## config.mk

```make
export PLATFORM = sky130hd
export DESIGN_NAME = mc_ctrl_unit
export DESIGN_NICKNAME = d
export VERILOG_FILES = /design/src/rtl/mc_cu_pkg.sv /design/src/rtl/mc_cu_decode.sv /design/src/rtl/mc_ctrl_unit.sv
export SDC_FILE = /design/constraint.sdc
export NUM_CORES = 1
export LEC_CHECK = 0
export BUFFER_PORTS_ARGS = -buffer_cell sky130_fd_sc_hd__buf_2
export CAP_MARGIN = 40
export CORE_MARGIN = 4
export CORE_UTILIZATION = 54
export DETAILED_ROUTE_END_ITERATION = 6
export PLACE_DENSITY = 0.86
export SLEW_MARGIN = 20
export SYNTH_ARGS = -nofsm -noshare
export SYNTH_HDL_FRONTEND = slang
export SYNTH_SLANG_ARGS = --single-unit
export TNS_END_PERCENT = 1
```

## constraint.sdc

```tcl
create_clock -name clk -period 4.17 [get_ports clk]
set_input_delay 0.2085 -clock clk [delete_from_list [all_inputs] [get_ports clk]]
set_output_delay 0.2085 -clock clk [all_outputs]
set_load 0.02 [all_outputs]
```

## src/rtl/mc_cu_pkg.sv

```systemverilog
// Shared encodings for the multi-cycle control unit: opcodes, FSM states,
// instruction classes and datapath select codes.
package mc_cu_pkg;

  localparam logic [6:0] OP_R   = 7'b0110011;
  localparam logic [6:0] OP_I   = 7'b0010011;
  localparam logic [6:0] OP_LD  = 7'b0000011;
  localparam logic [6:0] OP_ST  = 7'b0100011;
  localparam logic [6:0] OP_BR  = 7'b1100011;
  localparam logic [6:0] OP_JAL = 7'b1101111;
  localparam logic [6:0] OP_LUI = 7'b0110111;

  typedef enum logic [2:0] {
    FETCH  = 3'd0,
    DECODE = 3'd1,
    EXEC   = 3'd2,
    MEM    = 3'd3,
    WB     = 3'd4,
    TRAP   = 3'd5
  } state_t;

  typedef enum logic [2:0] {
    CLS_R, CLS_I, CLS_LD, CLS_ST, CLS_BR, CLS_JAL, CLS_LUI, CLS_ILLEGAL
  } iclass_t;

  localparam logic [1:0] PC_PLUS4  = 2'd0;
  localparam logic [1:0] PC_BRANCH = 2'd1;
  localparam logic [1:0] PC_JAL    = 2'd2;

  localparam logic [1:0] WB_ALU = 2'd0;
  localparam logic [1:0] WB_MEM = 2'd1;
  localparam logic [1:0] WB_PC4 = 2'd2;

  localparam logic [2:0] IMM_I = 3'd0;
  localparam logic [2:0] IMM_S = 3'd1;
  localparam logic [2:0] IMM_B = 3'd2;
  localparam logic [2:0] IMM_J = 3'd3;
  localparam logic [2:0] IMM_U = 3'd4;

  localparam logic [1:0] ALU_ADD   = 2'b00;
  localparam logic [1:0] ALU_BR    = 2'b01;
  localparam logic [1:0] ALU_FUNCT = 2'b10;
  localparam logic [1:0] ALU_PASSB = 2'b11;

endpackage

```

## src/rtl/mc_cu_decode.sv

```systemverilog
// Combinational instruction classifier: opcode/funct3 to instruction class,
// branch flavour and immediate format.
module mc_cu_decode
  import mc_cu_pkg::*;
#(
  parameter int EN_JAL = 1
) (
  input  logic [31:0] instr,
  output iclass_t     iclass,
  output logic        is_bne,
  output logic [2:0]  imm_ctrl
);

  logic unused_bits;
  assign unused_bits = ^{instr[31:15], instr[11:7]};

  always_comb begin
    iclass   = CLS_ILLEGAL;
    is_bne   = 1'b0;
    imm_ctrl = IMM_I;
    case (instr[6:0])
      OP_R:   iclass = CLS_R;
      OP_I:   iclass = CLS_I;
      OP_LD:  iclass = CLS_LD;
      OP_ST: begin
        iclass   = CLS_ST;
        imm_ctrl = IMM_S;
      end
      OP_BR: begin
        imm_ctrl = IMM_B;
        // only BEQ and BNE are implemented; other compares trap
        if (instr[14:12] == 3'b000) begin
          iclass = CLS_BR;
        end else if (instr[14:12] == 3'b001) begin
          iclass = CLS_BR;
          is_bne = 1'b1;
        end
      end
      OP_JAL: begin
        imm_ctrl = IMM_J;
        if (EN_JAL != 0) iclass = CLS_JAL;
      end
      OP_LUI: begin
        iclass   = CLS_LUI;
        imm_ctrl = IMM_U;
      end
      default: iclass = CLS_ILLEGAL;
    endcase
  end

endmodule

```

## src/rtl/mc_ctrl_unit.sv

```systemverilog
// Multi-cycle RISC-V control FSM with memory ready handshakes, wait timeout
// trap, illegal-instruction trap and a retired-instruction counter.
module mc_ctrl_unit
  import mc_cu_pkg::*;
#(
  parameter int CNT_W   = 32,
  parameter int TIMEOUT = 16,
  parameter int EN_JAL  = 1
) (
  input  logic             clk,
  input  logic             rst_n,
  input  logic [31:0]      instr,
  input  logic             alu_zero,
  input  logic             imem_ready,
  input  logic             dmem_ready,
  output logic             imem_req,
  output logic             dmem_req,
  output logic             dmem_we,
  output logic             ir_we,
  output logic             pc_we,
  output logic [1:0]       pc_src,
  output logic             alu_src_b,
  output logic [1:0]       alu_ctrl_op,
  output logic [2:0]       imm_ctrl,
  output logic             reg_we,
  output logic [1:0]       wb_sel,
  output logic             trap,
  output logic [CNT_W-1:0] instret,
  output logic [2:0]       state
);

  localparam int TW = (TIMEOUT > 1) ? $clog2(TIMEOUT + 1) : 1;

  state_t        cur, nxt;
  iclass_t       iclass;
  logic          is_bne;
  logic [2:0]    dec_imm;
  logic [TW-1:0] tmo_cnt, tmo_nxt;
  logic          tmo_hit;
  logic          retire;

  mc_cu_decode #(.EN_JAL(EN_JAL)) u_decode (
    .instr    (instr),
    .iclass   (iclass),
    .is_bne   (is_bne),
    .imm_ctrl (dec_imm)
  );

  // the wait that would push the count to TIMEOUT is the last one allowed
  assign tmo_hit = (TIMEOUT > 0) && (tmo_cnt == TW'(TIMEOUT - 1));
  assign state   = cur;

  always_ff @(posedge clk or negedge rst_n) begin
    if (!rst_n) begin
      cur     <= FETCH;
      tmo_cnt <= '0;
      instret <= '0;
    end else begin
      cur     <= nxt;
      tmo_cnt <= tmo_nxt;
      if (retire) instret <= instret + CNT_W'(1);
    end
  end

  always_comb begin
    nxt         = cur;
    tmo_nxt     = '0;
    retire      = 1'b0;
    imem_req    = 1'b0;
    dmem_req    = 1'b0;
    dmem_we     = 1'b0;
    ir_we       = 1'b0;
    pc_we       = 1'b0;
    pc_src      = PC_PLUS4;
    alu_src_b   = 1'b0;
    alu_ctrl_op = ALU_ADD;
    imm_ctrl    = 3'd0;
    reg_we      = 1'b0;
    wb_sel      = WB_ALU;
    trap        = 1'b0;
    case (cur)
      FETCH: begin
        imem_req = 1'b1;
        if (imem_ready) begin
          ir_we  = 1'b1;
          pc_we  = 1'b1;
          pc_src = PC_PLUS4;
          nxt    = DECODE;
        end else if (tmo_hit) begin
          nxt = TRAP;
        end else begin
          tmo_nxt = tmo_cnt + 1'b1;
        end
      end
      DECODE: begin
        imm_ctrl = dec_imm;
        nxt      = (iclass == CLS_ILLEGAL) ? TRAP : EXEC;
      end
      EXEC: begin
        imm_ctrl = dec_imm;
        case (iclass)
          CLS_R: begin
            alu_ctrl_op = ALU_FUNCT;
            nxt         = WB;
          end
          CLS_I: begin
            alu_src_b   = 1'b1;
            alu_ctrl_op = ALU_FUNCT;
            nxt         = WB;
          end
          CLS_LD, CLS_ST: begin
            alu_src_b = 1'b1;
            nxt       = MEM;
          end
          CLS_LUI: begin
            alu_src_b   = 1'b1;
            alu_ctrl_op = ALU_PASSB;
            nxt         = WB;
          end
          CLS_BR: begin
            alu_ctrl_op = ALU_BR;
            pc_src      = PC_BRANCH;
            pc_we       = is_bne ? ~alu_zero : alu_zero;
            retire      = 1'b1;
            nxt         = FETCH;
          end
          CLS_JAL: begin
            pc_we  = 1'b1;
            pc_src = PC_JAL;
            reg_we = 1'b1;
            wb_sel = WB_PC4;
            retire = 1'b1;
            nxt    = FETCH;
          end
          default: nxt = TRAP;
        endcase
      end
      MEM: begin
        // address operands stay on the ALU for the whole access
        imm_ctrl  = dec_imm;
        alu_src_b = 1'b1;
        dmem_req  = 1'b1;
        dmem_we   = (iclass == CLS_ST);
        if (dmem_ready) begin
          if (iclass == CLS_ST) begin
            retire = 1'b1;
            nxt    = FETCH;
          end else begin
            nxt = WB;
          end
        end else if (tmo_hit) begin
          nxt = TRAP;
        end else begin
          tmo_nxt = tmo_cnt + 1'b1;
        end
      end
      WB: begin
        imm_ctrl = dec_imm;
        reg_we   = 1'b1;
        wb_sel   = (iclass == CLS_LD) ? WB_MEM : WB_ALU;
        retire   = 1'b1;
        nxt      = FETCH;
      end
      TRAP: begin
        trap = 1'b1;
      end
      default: nxt = FETCH;
    endcase
  end

endmodule

```

==> results.cfg, run 1 <==
[status]
outcome = finished clean

[global_routing]
grt_start_max_net_pins = 30
grt_pass1_vias = 2020
grt.overflow.total = 0
grt_first_pass_wirelength_um = 9600
grt_use_total = 0.218
grt_antenna_before_repair = 0

[floorplan]
die_h_um = 75.3
die_w_um = 75.3
design.die.area_um2 = 5680
start_util = 0.559
io-pin-count = 89
fp.coreArea_um2 = 4380
num_rows = 24

[clock_tree]
htreeDepth = 2
cts_buffers = 5
cts_resized = 0
cts_sinks = 40
clk-insertion-delay-late_ns = 0.30
cts_tree = built
clockBufferDepth = 2
clk_root_buffer_cell = clkbuf_8
clkTransAtPathRegs_ns = 0.08

[power]
leakage_nw = 1.55
power.density_nw_per_um2 = 428
vdd.ir_drop.worst_mv = 0.212

[route]
drtIter0Drc = 92
postRouteAntennaNets = 0
via_count = 2195
wl_per_cell_um = 15.2
viasPerCell = 5.82
drc = 0
dr.pass1.iters = 5
wl_um = 5750

[critical_path]
path_buf_inv = 1
reg2reg_depth = 7
rr_startpoint = state[0]
cpLargestDelayFamily = simple AND/OR/NAND/NOR gates
ff2ff_setup_slack_ns = 1.62
crit_fanout = 10
cp.required_ns = 3.96
critPathLaunchType = register
cp.depth = 7
regToRegEndpoint = instret[15]
end_kind = output pin
cpPeakStageDelay_ns = 0.51
critical_path_class = register to output pin
worst_ep_arrival_time_ns = 2.37
crit_slowest_cell = dfrtp_1
cp_cell_sequence = nor3b_4, o311ai_1, a211oi_2, and2_1, nor2_1, o21bai_1, buf_2

[cells_and_area]
multi_input_area_um2 = 1350
nets = 363
drive_gt1_frac = 0.277
area.growth.synth_to_final_pct = 20.7
final_cell_mix = 66 x buf_2, 40 x dfrtp_1, 25 x xor2_1
diodes = 0
nFillCells = 343
final_common_cell = buf_2
register_area_um2 = 1000

[synth]
syn-num-nets = 296
yosysTopAreaCell = dfrtp_1
synthCells = 257
ys.flop_type = dfrtp_1
seq_area_frac_synth = 0.409
yosysWarningCount = 0
synth_area_leaders = dfrtp_1 41%, xor2_1 8.9%, nor2_1 3.4%
synthArstFlopShare = 1.00
synth_area_per_cell_um2 = 9.53
synth-edff-count = 0
yosysUniqueCellTypes = 57
synth_top_area_share = 0.409
synthesis.area_um2 = 2450
ys_ff_latch = 40

[sta]
setup_violations = 0
hold_viol = 0
rsz0062_at_grt = false
final-max-slew-violation-count = 0
fin_crit_ns = 2.57
slew_headroom = 0.442
tightest_slew_ns = 0.827
fmaxAchievable_mhz = 388
fin_crit_sh = 0.617
setup_tns_ns = 0
clock-skew-final_ns = 0.0102
hold_ws_ns = 0.230

[placement]
gp_congestion = 0.984
dpl.hpwl_um = 4280
numPortBuffers = 66

[worst_hold_path]
hold_path_depth = 3
holdPathEnd = state[0]
min-delay-start = imem_ready
hold_class = primary input to register

[flow_run]
max-cap-violations = 0
## per-stage QoR
stage / worst slack (ns) / instances / area, µm² / total power [W] / util
after global placement: 1.60 / 366 / 2790 / 0.000908 / 0.637
after CTS: 1.60 / 377 / 2960 / 0.00127 / 0.674
final: 1.60 / 377 / 2960 / 0.00127 / 0.674
after global routing: 1.41 / 377 / 2960 / 0.00134 / 0.674
after floorplan: 1.65 / 257 / 2450 / 0.000801 / -
after detailed placement: 1.64 / 368 / 2830 / 0.000944 / 0.645
## state kept, by name, summed over array words and instances (netlist names)
signal	cells
state	3
instret	32
tmo_cnt	5
## cell usage after synthesis, types with 2 or more instances
library cell / n
nand4_1: 7
ha_1: 2
xnor2_1: 8
and2_1: 4
inv_1: 10
a21oi_1: 7
and3_1: 10
buf_2: 4
nand2b_1: 6
a211oi_1: 4
nand3_1: 10
nor2b_1: 2
nor4_2: 5
nor2_1: 22
xor2_1: 25
nor3b_1: 8
and4_1: 5
o21ai_0: 8
nor4_1: 3
nor4b_1: 2
nand2_1: 19
clkbuf_1: 3
o22ai_1: 2
buf_4: 2
dfrtp_1: 40
nor3_1: 8
## routing by layer
layer / wire length [µm] / vias to the layer above / share of wire / track usage
met5: 0 / - / 0 / 0
met4: 123 / 0 / 0.021 / 0.0660
met3: 350 / 14 / 0.061 / 0.0462
met2: 2800 / 84 / 0.49 / 0.348
met1: 2470 / 1034 / 0.43 / 0.298
li1: - / 1063 / - / -
## kinds of logic after synthesis
| family | count (synthesis) | synth area share |
|---|---|---|
| mux | 1 | 0.00460 |
| simple gates | 124 | 0.314 |
| fa+ha+maj | 2 | 0.0102 |
| buf+inv | 20 | 0.0388 |
| flops | 40 | 0.409 |
| xor+xnor | 33 | 0.118 |
| compound gates | 37 | 0.105 |
## repair_timing
item | 4_1_cts | 5_1_grt
buffers inserted | 0 | 0
setup endpoints to repair | 0 | 0
hold endpoints to repair | 11 | 0
hold buffers | 1 | 0
## power breakdown
| group | total, W | internal (W) | switching [W] | leakage [nW] |
|---|---|---|---|---|
| Clock | 0.000321 | 0.000180 | 0.000141 | 0.0583 |
| Sequential | 0.000508 | 0.000429 | 0.0000788 | 0.533 |
| Combinational | 0.000436 | 0.000153 | 0.000283 | 0.961 |
## worst max path at each step
| stage | startpoint | endpoint |
|---|---|---|
| floorplan | state[0] | pc_we |
| global placement | state[2] | instret[25] |
| detailed placement | state[2] | instret[11] |
| CTS | state[0] | pc_we |
| global route | state[2] | instret[15] |
| finish | state[0] | pc_we |
## layout make-up
class	count	share of cell area
multi-input cells	197	0.458
clock buffers	5	0.0233
inverters	10	0.0127
repair buffers	70	0.130
well taps	52	0.0220
flip-flops and latches	40	0.339
clock inverters	3	0.0161
## tightest hold or removal path, stage by stage
cell	delay [ns]
buf_2	0.11
o21ai_0	0.08
o311ai_0	0.08
Power figures use the tool's default switching activity.
==> run 2: changes to the inputs <==
ABC_AREA = 1   (was default)
CORE_UTILIZATION = 47   (was 54)
PLACE_DENSITY = 0.77   (was 0.86)
clock period = 2.25 ns   (was 4.17 ns; I/O delays follow)
==> results.cfg, run 2 <==
[cells_and_area]
nets = 567
area.growth.synth_to_final_pct = 16.9
final_cell_mix = 199 x nand2_1, 66 x buf_2, 64 x nor2_1
drive_gt1_frac = 0.195
nFillCells = 616
register_area_um2 = 1000
final_common_cell = nand2_1
top_register = instret
largest_reg_flops = 32
diodes = 0
multi_input_area_um2 = 1710

[route]
postRouteAntennaNets = 0
wl_per_cell_um = 11.8
wl_um = 7140
drc = 0
drtIter0Drc = 152
dr.pass1.iters = 4
viasPerCell = 4.93
via_count = 2979

[floorplan]
fp.coreArea_um2 = 6030
die_w_um = 87.3
io-pin-count = 89
design.die.area_um2 = 7610
start_util = 0.490
die_h_um = 87.3
num_rows = 28

[sta]
hold_viol = 0
rsz0062_at_grt = false
fin_crit_sh = 0.883
slew_headroom = 0.650
setup_tns_ns = 0
final-max-slew-violation-count = 0
fin_crit_ns = 1.99
tightest_slew_ns = 0.520
fmaxAchievable_mhz = 504
fin_ws_ns = 0.264
setup_violations = 0
clock-skew-final_ns = 0.0105

[critical_path]
crit_start = state[2]
cp.depth = 8
crit_end = pc_we
crit_slowest_cell = dfrtp_1
regToRegEndpoint = instret[30]
worst_ep_arrival_time_ns = 1.87
rr_startpoint = instret[0]
reg2reg_depth = 10
critical_path_class = register to output pin
cpPeakStageDelay_ns = 0.43
path_buf_inv = 3
cp.required_ns = 2.14
end_kind = output pin
ff2ff_setup_slack_ns = 0.42
critPathLaunchType = register
cpLargestDelayFamily = simple AND/OR/NAND/NOR gates
cp_cell_sequence = inv_2, nand2_1, nor2_2, inv_2, nor2_4, o21ai_0, o21ai_0, buf_2
crit_fanout = 8

[clock_tree]
cts_buffers = 5
postCtsSetupBuffers = 0
clkTransAtPathRegs_ns = 0.08
cts_tree = built
clk_root_buffer_cell = clkbuf_8
cts_sinks = 40
htreeDepth = 2
clk-insertion-delay-late_ns = 0.29
clockBufferDepth = 2

[power]
switchingPower_w = 0.000300
p_int_w = 0.000958
leakage_nw = 1.90
power.density_nw_per_um2 = 364
combPwrFrac = 0.053
p_clk_frac = 0.376
swShare = 0.239
vdd.ir_drop.worst_mv = 0.174
pwr-share-seq = 0.571

[synth]
yosysUniqueCellTypes = 24
synth_common_cells = 199 x nand2_1, 65 x nor2_1, 40 x dfrtp_1
synthCells = 457
seq_area_frac_synth = 0.339
ys.flop_type = dfrtp_1
synth_top_area_share = 0.339
synthArstFlopShare = 1.00
ys_ff_latch = 40
synth.most_common_cell = nand2_1
syn-num-nets = 496
yosysWarningCount = 0
synthesis.area_um2 = 2950
synth-edff-count = 0
synth_area_leaders = dfrtp_1 34%, nand2_1 25%, nor2_1 8.3%
synth_area_per_cell_um2 = 6.46
yosysTopAreaCell = dfrtp_1

[placement]
gp_congestion = 0.949
pre_cts_slack_ns = 0.407
numPortBuffers = 66
dpl.hpwl_um = 5780

[global_routing]
grt_antenna_before_repair = 0
grt_start_max_net_pins = 33
grt_first_pass_wirelength_um = 12100
grt_use_total = 0.196
grt.overflow.total = 0
grt_pass1_vias = 2740

[worst_hold_path]
hold_path_depth = 5
hold_class = primary input to register

[flow_run]
max-cap-violations = 0

[status]
outcome = finished clean
==> run 2: cell count changes after synthesis, moves of 5 or more <==
cell	delta
and4_1	-5
nor3b_1	-8
nor4_2	-5
inv_2	+10
xor2_1	-9
nand2_1	+180
nand3_1	+11
nand2b_1	-6
inv_1	+27
and3_1	-10
buf_6	+5
nor2_1	+43
nor3_1	+5
==> run 2: what timing repair did <==
item,4_1_cts,5_1_grt
endpoints found under the hold margin,16,0
setup endpoints to repair,0,1
hold buffers,1,0
resized for setup,0,1
==> run 2: worst reg2reg max path, delay by kind of cell (launching register included) <==
family / cells / cell delay [ns]
AND/OR/NAND/NOR: 8 / 0.91
buffers and inverters: 1 / 0.06
flip-flops: 1 / 0.47
adder cells (fa/ha/maj): 1 / 0.28
==> run 2: area by class of cell <==
| cell class | instances | share of cell area |
|---|---|---|
| repair buffers | 70 | 0.111 |
| clock buffers | 5 | 0.0199 |
| clock inverters | 3 | 0.00544 |
| well taps | 75 | 0.0272 |
| inverters | 47 | 0.0511 |
| multi-input cells | 364 | 0.495 |
| flip-flops and latches | 40 | 0.290 |
==> run 2: worst min path at each step <==
stage	end	from
3_3_place_gp	instret[4]	rst_n
3_5_place_dp	instret[6]	rst_n
5_1_grt	state[2]	dmem_ready
4_1_cts	state[2]	dmem_ready
6_report	state[2]	dmem_ready
2_1_floorplan	instret[0]	rst_n
==> run 2: cells by family after synthesis <==
family / count (synthesis) / synth area share
flip-flops: 40 / 0.339
adder cells (fa/ha/maj): 2 / 0.00847
XOR/XNOR: 26 / 0.0771
buffers and inverters: 53 / 0.0826
AND/OR/NAND/NOR: 326 / 0.468
AO/OA/AOI/OAI: 10 / 0.0250
==> run 2: routing by layer <==
metal	part of all wire	global-route usage	wire length, µm	up-vias
li1	-	-	-	1557
met1	0.45	0.249	3240	1332
met2	0.47	0.336	3360	79
met3	0.060	0.0388	427	11
met4	0.016	0.0586	117	0
met5	0	0	0	-
==> run 2: metrics by stage <==
stage / utilization / area (µm²) / power (W) / hold WS [ns] / std cells
floorplan: - / 2950 / 0.000758 / -0.183 / 457
global placement: 0.552 / 3320 / 0.000790 / 0.266 / 594
detailed placement: 0.556 / 3350 / 0.000799 / 0.0731 / 595
CTS: 0.572 / 3450 / 0.00128 / 0.199 / 604
global route: 0.573 / 3450 / 0.00132 / 0.227 / 604
finish: 0.573 / 3450 / 0.00126 / 0.202 / 604
==> run 2: power by group through the flow <==
| stage | registers [W] | clock network (W) | logic [W] |
|---|---|---|---|
| 3_5_place_dp | 0.000732 | 0 | 0.0000664 |
| 4_1_cts | 0.000718 | 0.000494 | 0.0000680 |
| 6_report | 0.000718 | 0.000473 | 0.0000667 |
| 5_1_grt | 0.000718 | 0.000523 | 0.0000758 |
| 2_1_floorplan | 0.000733 | 0 | 0.0000250 |
| 3_3_place_gp | 0.000733 | 0 | 0.0000574 |
